--- src/rtl/ppt_uart_rx_display.sv ---
// UART 8N1 receiver for the presentation-controller tile: latches each good byte
// and shows its low nibble as a hex glyph on the 7-segment display.
module ppt_uart_rx_display #(
  parameter int CLKS_PER_BIT = 104
) (
  input  logic       clk,
  input  logic       rst,
  input  logic       ena,
  input  logic       rx,
  output logic [7:0] rx_data,
  output logic       rx_valid,
  output logic       frame_err,
  output logic [6:0] seg,
  output logic       dp
);

  localparam int CW = (CLKS_PER_BIT > 1) ? $clog2(CLKS_PER_BIT) : 1;
  localparam logic [CW-1:0] LAST = CW'(CLKS_PER_BIT - 1);
  localparam logic [CW-1:0] HALF = CW'(CLKS_PER_BIT / 2 - 1);

  typedef enum logic [2:0] {IDLE, START, DATA, STOP, BRK} state_t;

  state_t        state;
  logic [1:0]    sync_q;
  logic          rxs;
  logic [CW-1:0] cnt;
  logic [2:0]    bit_idx;
  logic [7:0]    shreg;
  logic          good_pend;

  assign rxs = sync_q[1];

  function automatic logic [6:0] hex7(input logic [3:0] n);
    case (n)
      4'h0: hex7 = 7'h3F; 4'h1: hex7 = 7'h06; 4'h2: hex7 = 7'h5B; 4'h3: hex7 = 7'h4F;
      4'h4: hex7 = 7'h66; 4'h5: hex7 = 7'h6D; 4'h6: hex7 = 7'h7D; 4'h7: hex7 = 7'h07;
      4'h8: hex7 = 7'h7F; 4'h9: hex7 = 7'h6F; 4'hA: hex7 = 7'h77; 4'hB: hex7 = 7'h7C;
      4'hC: hex7 = 7'h39; 4'hD: hex7 = 7'h5E; 4'hE: hex7 = 7'h79; default: hex7 = 7'h71;
    endcase
  endfunction

  always_ff @(posedge clk or posedge rst) begin
    if (rst) begin
      sync_q    <= 2'b11;
      state     <= IDLE;
      cnt       <= '0;
      bit_idx   <= '0;
      shreg     <= '0;
      good_pend <= 1'b0;
      rx_data   <= '0;
      rx_valid  <= 1'b0;
      frame_err <= 1'b0;
      seg       <= 7'h3F;
      dp        <= 1'b0;
    end else begin
      sync_q    <= {sync_q[0], rx};
      rx_valid  <= good_pend;
      frame_err <= 1'b0;
      good_pend <= 1'b0;
      // Good stop bit is committed one edge after sampling, so data/seg/dp move with rx_valid.
      if (good_pend) begin
        rx_data <= shreg;
        seg     <= hex7(shreg[3:0]);
        dp      <= 1'b0;
      end
      if (!ena) begin
        state <= IDLE;
        cnt   <= '0;
      end else begin
        case (state)
          IDLE: if (!rxs) begin
            state <= START;
            cnt   <= '0;
          end
          START: if (cnt == HALF) begin
            cnt     <= '0;
            bit_idx <= '0;
            state   <= rxs ? IDLE : DATA;
          end else cnt <= cnt + 1'b1;
          DATA: if (cnt == LAST) begin
            cnt     <= '0;
            shreg   <= {rxs, shreg[7:1]};
            bit_idx <= bit_idx + 1'b1;
            if (bit_idx == 3'd7) state <= STOP;
          end else cnt <= cnt + 1'b1;
          STOP: if (cnt == LAST) begin
            cnt <= '0;
            if (rxs) begin
              good_pend <= 1'b1;
              state     <= IDLE;
            end else begin
              frame_err <= 1'b1;
              dp        <= 1'b1;
              state     <= BRK;
            end
          end else cnt <= cnt + 1'b1;
          // Line held low after a bad stop: wait for idle before re-arming.
          BRK: if (rxs) state <= IDLE;
          default: state <= IDLE;
        endcase
      end
    end
  end

endmodule
--- config.mk ---
export PLATFORM = sky130hd
export DESIGN_NAME = ppt_uart_rx_display
export DESIGN_NICKNAME = d
export VERILOG_FILES = /design/src/rtl/ppt_uart_rx_display.sv
export SDC_FILE = /design/constraint.sdc
export NUM_CORES = 1
export LEC_CHECK = 0
export ABC_AREA = 1
export CORE_UTILIZATION = 30
export DETAILED_ROUTE_END_ITERATION = 16
export GPL_TIMING_DRIVEN = 0
export SLEW_MARGIN = 10
export SYNTH_ARGS = -nofsm -noshare
export SYNTH_HDL_FRONTEND = slang
export SYNTH_SLANG_ARGS = --single-unit
--- constraint.sdc ---
create_clock -name clk -period 1.3 [get_ports clk]
set_input_delay 0.195 -clock clk [delete_from_list [all_inputs] [get_ports clk]]
set_output_delay 0.195 -clock clk [all_outputs]
set_load 0.01 [all_outputs]
======== Word-level counts from Yosys, hierarchy flattened ========
Memories as Yosys holds them, arrays and structs flattened. A register that Yosys moved wholly into a read port is not among the register bits.
Cells that the tools add are included.
cells by class
  mux-type cells .......................... 31
  reduce and logical (&&, ||, !) cells .... 7
  eq/ne operators ......................... 16
  $add $sub $neg .......................... 2
operators with widths
  cell                                                 count
  two-way mux 3 bit                                    10
  two-way mux 7 bit                                    4
  one-hot mux 7 bit (3 select lines)                   1
  != test 3 bit, second input constant                 6
  one-hot mux 3 bit (5 select lines)                   1
  two-way mux 1 bit                                    13
  adder 7 x 1 -> 7 bit, second input constant          1
  equality test 7 x 6 -> 1 bit, second input constant  1
  equality test 7 bit, second input constant           1
  equality test 3 x 2 -> 1 bit, second input constant  2
  equality test 3 bit, second input constant           2
  one-hot mux 3 bit (2 select lines)                   1
  AND reduction 6 bit                                  1
  != test 2 bit, second input constant                 2
  != test 4 x 2 -> 1 bit, second input constant        1
  AND reduction 4 bit                                  1
  adder 3 x 1 -> 3 bit, second input constant          1
  equality test 3 x 1 -> 1 bit, second input constant  1
  logical NOT 3 bit                                    1
  AND reduction 3 bit                                  1
  two-way mux 2 bit                                    1
  AND reduction 2 bit                                  1
  nonzero test 2 bit                                   1
  OR reduction 2 bit                                   1
storage, ports and cells
  bits in read-only memories .............. 112
  memories kept ........................... 1
  flip-flop bits (word level) ............. 35
  input port bits ......................... 4
  output and inout port bits .............. 18
  word-level logic and storage cells ...... 67
memories
  memory           words  width  read ports  clocked after memory_dff  wr ports  line  source
  (no name shown)  16     7      1           1                         0         34    case (n)

======== Logic depth before layout (Yosys ltp) ========
  depth in word-level cells ............... 5
  gate-level depth with buffers ........... 10
  gate-level depth less buffers ........... 10

======== Worst setup path after synthesis ========
Ideal clock, no wire load.
  kind .................................... register -> register
  start point ............................. register cnt[0]
  end point ............................... register shreg[0]
  period minus slack after synthesis ...... 1.349 ns
  data required time ...................... 1.178 ns
  stages on the path, launching flop included .. 10
  buffers on the path ..................... 1
  arrival time ............................ 1.227 ns
  path slack .............................. -0.049 ns
  library setup time ...................... 0.122 ns
  cell sequence ........................... dfrtp_1 ha_1 nand2_1 inv_1 nand3_2 inv_1 nand3_2 buf_6 nand2_1 o21ai_2
between the ends
  longest elaborated chain between the ends .. 2
ends and longest elaborated chain
  what                                  line  source
  start, declared                       26    logic [CW-1:0] cnt;
  start signal, assigned                79    end else cnt <= cnt + 1'b1;
  start signal, assigned                85    end else cnt <= cnt + 1'b1;
  start signal, assigned                96    end else cnt <= cnt + 1'b1;
  equality test 7 bit                   80    DATA: if (cnt == LAST) begin
  AND reduction 3 bit (no source line)  -
  end signal, assigned                  82    shreg <= {rxs, shreg[7:1]};
  end, declared                         28    logic [7:0] shreg;
No other way between the ends.
A chain may end at the register's enable or synchronous reset.

======== Worst setup path in the final report ========
  start point ............................. register cnt[0]
  end point ............................... register state[1]
between the ends
  longest elaborated chain between the ends .. 3
  elaborated cells between the ends (all ways) .. 6
  classes of those cells .................. 5 x eq/ne; 1 x reduce/logical
ends and longest elaborated chain
  what                                                                        line        source
  equality test 7 bit / equality test 7 x 6 -> 1 bit (equally long branches)  80, 86, 75
  != test 3 bit (no source line)                                              -
  AND reduction 6 bit (no source line) (*)                                    -
  end signal, assigned                                                        78          state <= rxs ? IDLE : DATA;
  end, declared                                                               23          state_t state;
Mark *: on every way between the ends. The rest lies on a longest branch, timed or not.

==> reports/qor.yml <==
run_status:
  status: "finished with violations"
  violations: "setup timing"
critical_path:
  critPathTopFamily: "simple AND/OR/NAND/NOR gates"
  crit_path_frequent_cell: "nand2_1"
  crit_type: "reg2reg"
  end_kind: "flip-flop"
  slowest_stage: "dfrtp_1"
  crit_chain: "ha_4 > inv_2 > nor2_2 > nand3_2 > nand2_4 > nand3_2 > nand2_2 > nand2_1 > nand2_1 > nand2_1"
  r2r_cells: 10
  regToRegSetupSlack_ns: -0.10
  r2r-end: "state[1]$_DFFE_PP0P_"
  crit_path_max_incr_delay_ns: 0.39
  crit_arrival_ns: 1.59
  worstPathMaxFanout: 4
  required_ns: 1.49
  critical_path.startpoint_type: "flip-flop"
  crit_buf_inv: 1
  r2r-start: "cnt[0]$_DFFE_PP0P_"
yosys:
  yosysWarningCount: 0
  avgSynthCellArea_sq_um: 8.317
  synth.distinct_cells: 29
  yosysSeqAreaShare_pct: 50.03
  synth_top_family_by_area: "simple AND/OR/NAND/NOR gates"
  synth_adder_area_share_pct: 5.900
  synthXorXnorAreaFrac_pct: 0.4130
  synth_area_leaders: "dfrtp_1 40%, nand2_1 12%, dfstp_2 9.9%, ha_1 5.9%, inv_1 5.7%"
  synth_cells: 255
  synthArstFlopShare_pct: 100.0
  syn_nets: 269
  synth-main-ff-cell: "dfrtp_1"
  synth_area_sq_um: 2121
  synth_compound_area_share_pct: 12.04
  yosys.area.top_type: "dfrtp_1"
  synth_edf_count: 0
  yosys-mux-area-fraction_pct: 0
  synth_top_cell_area_share_pct: 40.12
  ys_ff_latch: 42
  synthSimpleGateAreaFrac_pct: 23.78
pwr:
  ir_drop_uv: 867.4
  total_power_w: 0.003383
  combPwrFrac_pct: 29.7
  sequentialPowerShare_pct: 44.5
  switchingPower_w: 0.001184
  p_int_w: 0.002199
  p_per_area_nw_per_um2: 1149
  clockPowerShare_pct: 25.7
  power.leakage_nw: 1.400
  switching_share_pct: 35.01
hold_path:
  hp-class: "in2async"
cts:
  ctsHoldBuffers: 0
  worstSkewPairLatency_ns: 0.30
  cts_buffers: 5
  cts.sinks: 42
  path_clk_slew_ns: 0.08
  htree_levels: 2
  root_buffer: "clkbuf_8"
  cts_tree: "done"
  clk_path_buf_depth: 2
detailed_routing:
  wirelength_microns: 4502
  drt_iter0_drc: 84
  drc: 0
  dr.pass1.iters: 4
  wl_per_cell_microns: 11.20
  avgViaCountPerCell: 4.391
  ant_nets: 0
  via_count: 1765
job:
  cap_violations: 0
timing:
  max-slew-margin-rel_pct: 71.98
  worst_slack_ns: -0.1013
  fin_skew_ns: 0.01066
  setup_viol: 19
  final_hold_viol_count: 0
  fin_crit_ns: 1.401
  drv_slew: 0
  fin_crit_sh_pct: 107.8
  fmax_mhz: 713.6
  tightest_slew_ns: 0.4202
  rsz0062_at_grt: "yes"
  fin_tns_setup_ns: -1.305
grt:
  grt_first_pass_wirelength_microns: 7603
  grt.total_usage_pct: 13.03
  grt_max_degree: 28
  overflow: 0
  antenna_found_initial: 0
  grt_pass1_vias: 1735
finish:
  layout-drive-gt1-share_pct: 38.24
  multi_input_area_sq_um: 1094
  register_area_sq_um: 1067
  final.fill_count: 687
  final_common_cell: "nand2_1"
  diodes: 0
  area_growth_pct: 38.82
  fin_util_pct: 43.33
  final_cell_mix: "54 x nand2_1, 29 x dfrtp_1, 24 x inv_1, 17 x buf_4, 15 x nor2_1"
  layout.nets: 319
floorplan:
  initial_utilization_pct: 31.22
  die_width_microns: 86.08
  core_sq_um: 6794
  io-pin-count: 22
  rows: 30
  die_y_microns: 86.08
  die_area_sq_um: 7410
placement:
  io_buffers: 21
  pre_cts_ws_ns: -0.4617
  gp_congestion: 0.8172
  dp_hpwl_microns: 2981
[per-stage QoR]
| stage | instance area [sq um] | hold slack [ns] | instances |
|---|---|---|---|
| 5_1_grt | 2944 | 0.2396 | 402 |
| 4_1_cts | 2755 | 0.2002 | 394 |
| 3_3_place_gp | 2459 | 0.3467 | 372 |
| 3_5_place_dp | 2479 | 0.3476 | 373 |
| 6_report | 2944 | 0.1887 | 402 |
| 2_1_floorplan | 2128 | 0.1995 | 255 |
[power by group through the flow]
stage                     logic [W]  clock network, W  registers [W]
final                       0.00101          0.000870        0.00151
after global routing        0.00111          0.000969        0.00152
after CTS                  0.000757          0.000913        0.00147
after detailed placement   0.000628                 0        0.00150
after global placement     0.000615                 0        0.00150
after floorplan            0.000476                 0        0.00149
[per-layer routing]
| layer | vias to the layer above | track usage [%] | routed length, microns |
|---|---|---|---|
| met5 | - | 0 | 0 |
| met2 | 28 | 22.58 | 2308 |
| li1 | 910 | - | - |
| met4 | 0 | 4.091 | 36 |
| met3 | 5 | 3.176 | 149 |
| met1 | 822 | 15.90 | 2007 |
[synthesized netlist by cell type (2+ instances only)]
cell type  number
a21oi_1         5
a31oi_1         3
clkbuf_1        3
dfrtp_1        34
dfstp_2         8
ha_1           10
inv_1          32
inv_2           5
nand2_1        70
nand2_2         2
nand3_1        14
nand3_2         2
nor2_1         20
nor2_2          3
nor3_1          3
o21ai_0        19
o21ai_1         3
o21ai_2         7
o21bai_1        2
[worst max path at each step]
stage                             from                     end  slack [ns]  depth (start not counted)
detailed placement                 ena      cnt[5]$_DFFE_PP0P_       -0.46                         10
global placement                   rst  rx_data[4]$_DFFE_PP0P_       -0.80                          2
floorplan           cnt[0]$_DFFE_PP0P_    shreg[0]$_DFFE_PP0P_       -0.02                          9
CTS                 cnt[1]$_DFFE_PP0P_    shreg[0]$_DFFE_PP0P_       -0.13                          9
finish              cnt[0]$_DFFE_PP0P_    state[1]$_DFFE_PP0P_       -0.10                         10
global route        cnt[0]$_DFFE_PP0P_  bit_idx[0]$_DFFE_PP0P_       -0.23                          8
[layout make-up]
class	count	share of cell area [%]
well taps	96	4.080
inverters	37	5.057
flip-flops and latches	42	36.25
clock inverters	3	0.8500
multi-input cells	171	37.14
repair buffers	43	13.00
clock buffers	5	2.337
plain buffers	5	1.275
[cell families after synthesis]
kind of cell | after synthesis
simple gates | 118
buf+inv | 42
xor+xnor | 1
flops | 42
compound gates | 42
fa+ha+maj | 10
[what timing repair did]
item / CTS / global route
endpoints found under the setup margin: 52 / 40
pin swaps: 9 / 9
gates cloned: 1 / 0
resized for setup: 54 / 53
setup buffers: 13 / 8
[worst register-to-register path: cells and delay by family (launching register included)]
kind	cells	cell delay [ns]
adders and majority gates	1	0.17
and+or+nand+nor	8	0.68
buffers and inverters	1	0.05
DFF	1	0.39
[state kept, by name (all words and copies together) (netlist names), 2 cells and up]
name and count:
state 3, cnt 7, seg 7, bit_idx 3, sync_q 2, shreg 8
rx_data 8
Power figures use the tool's default switching activity.
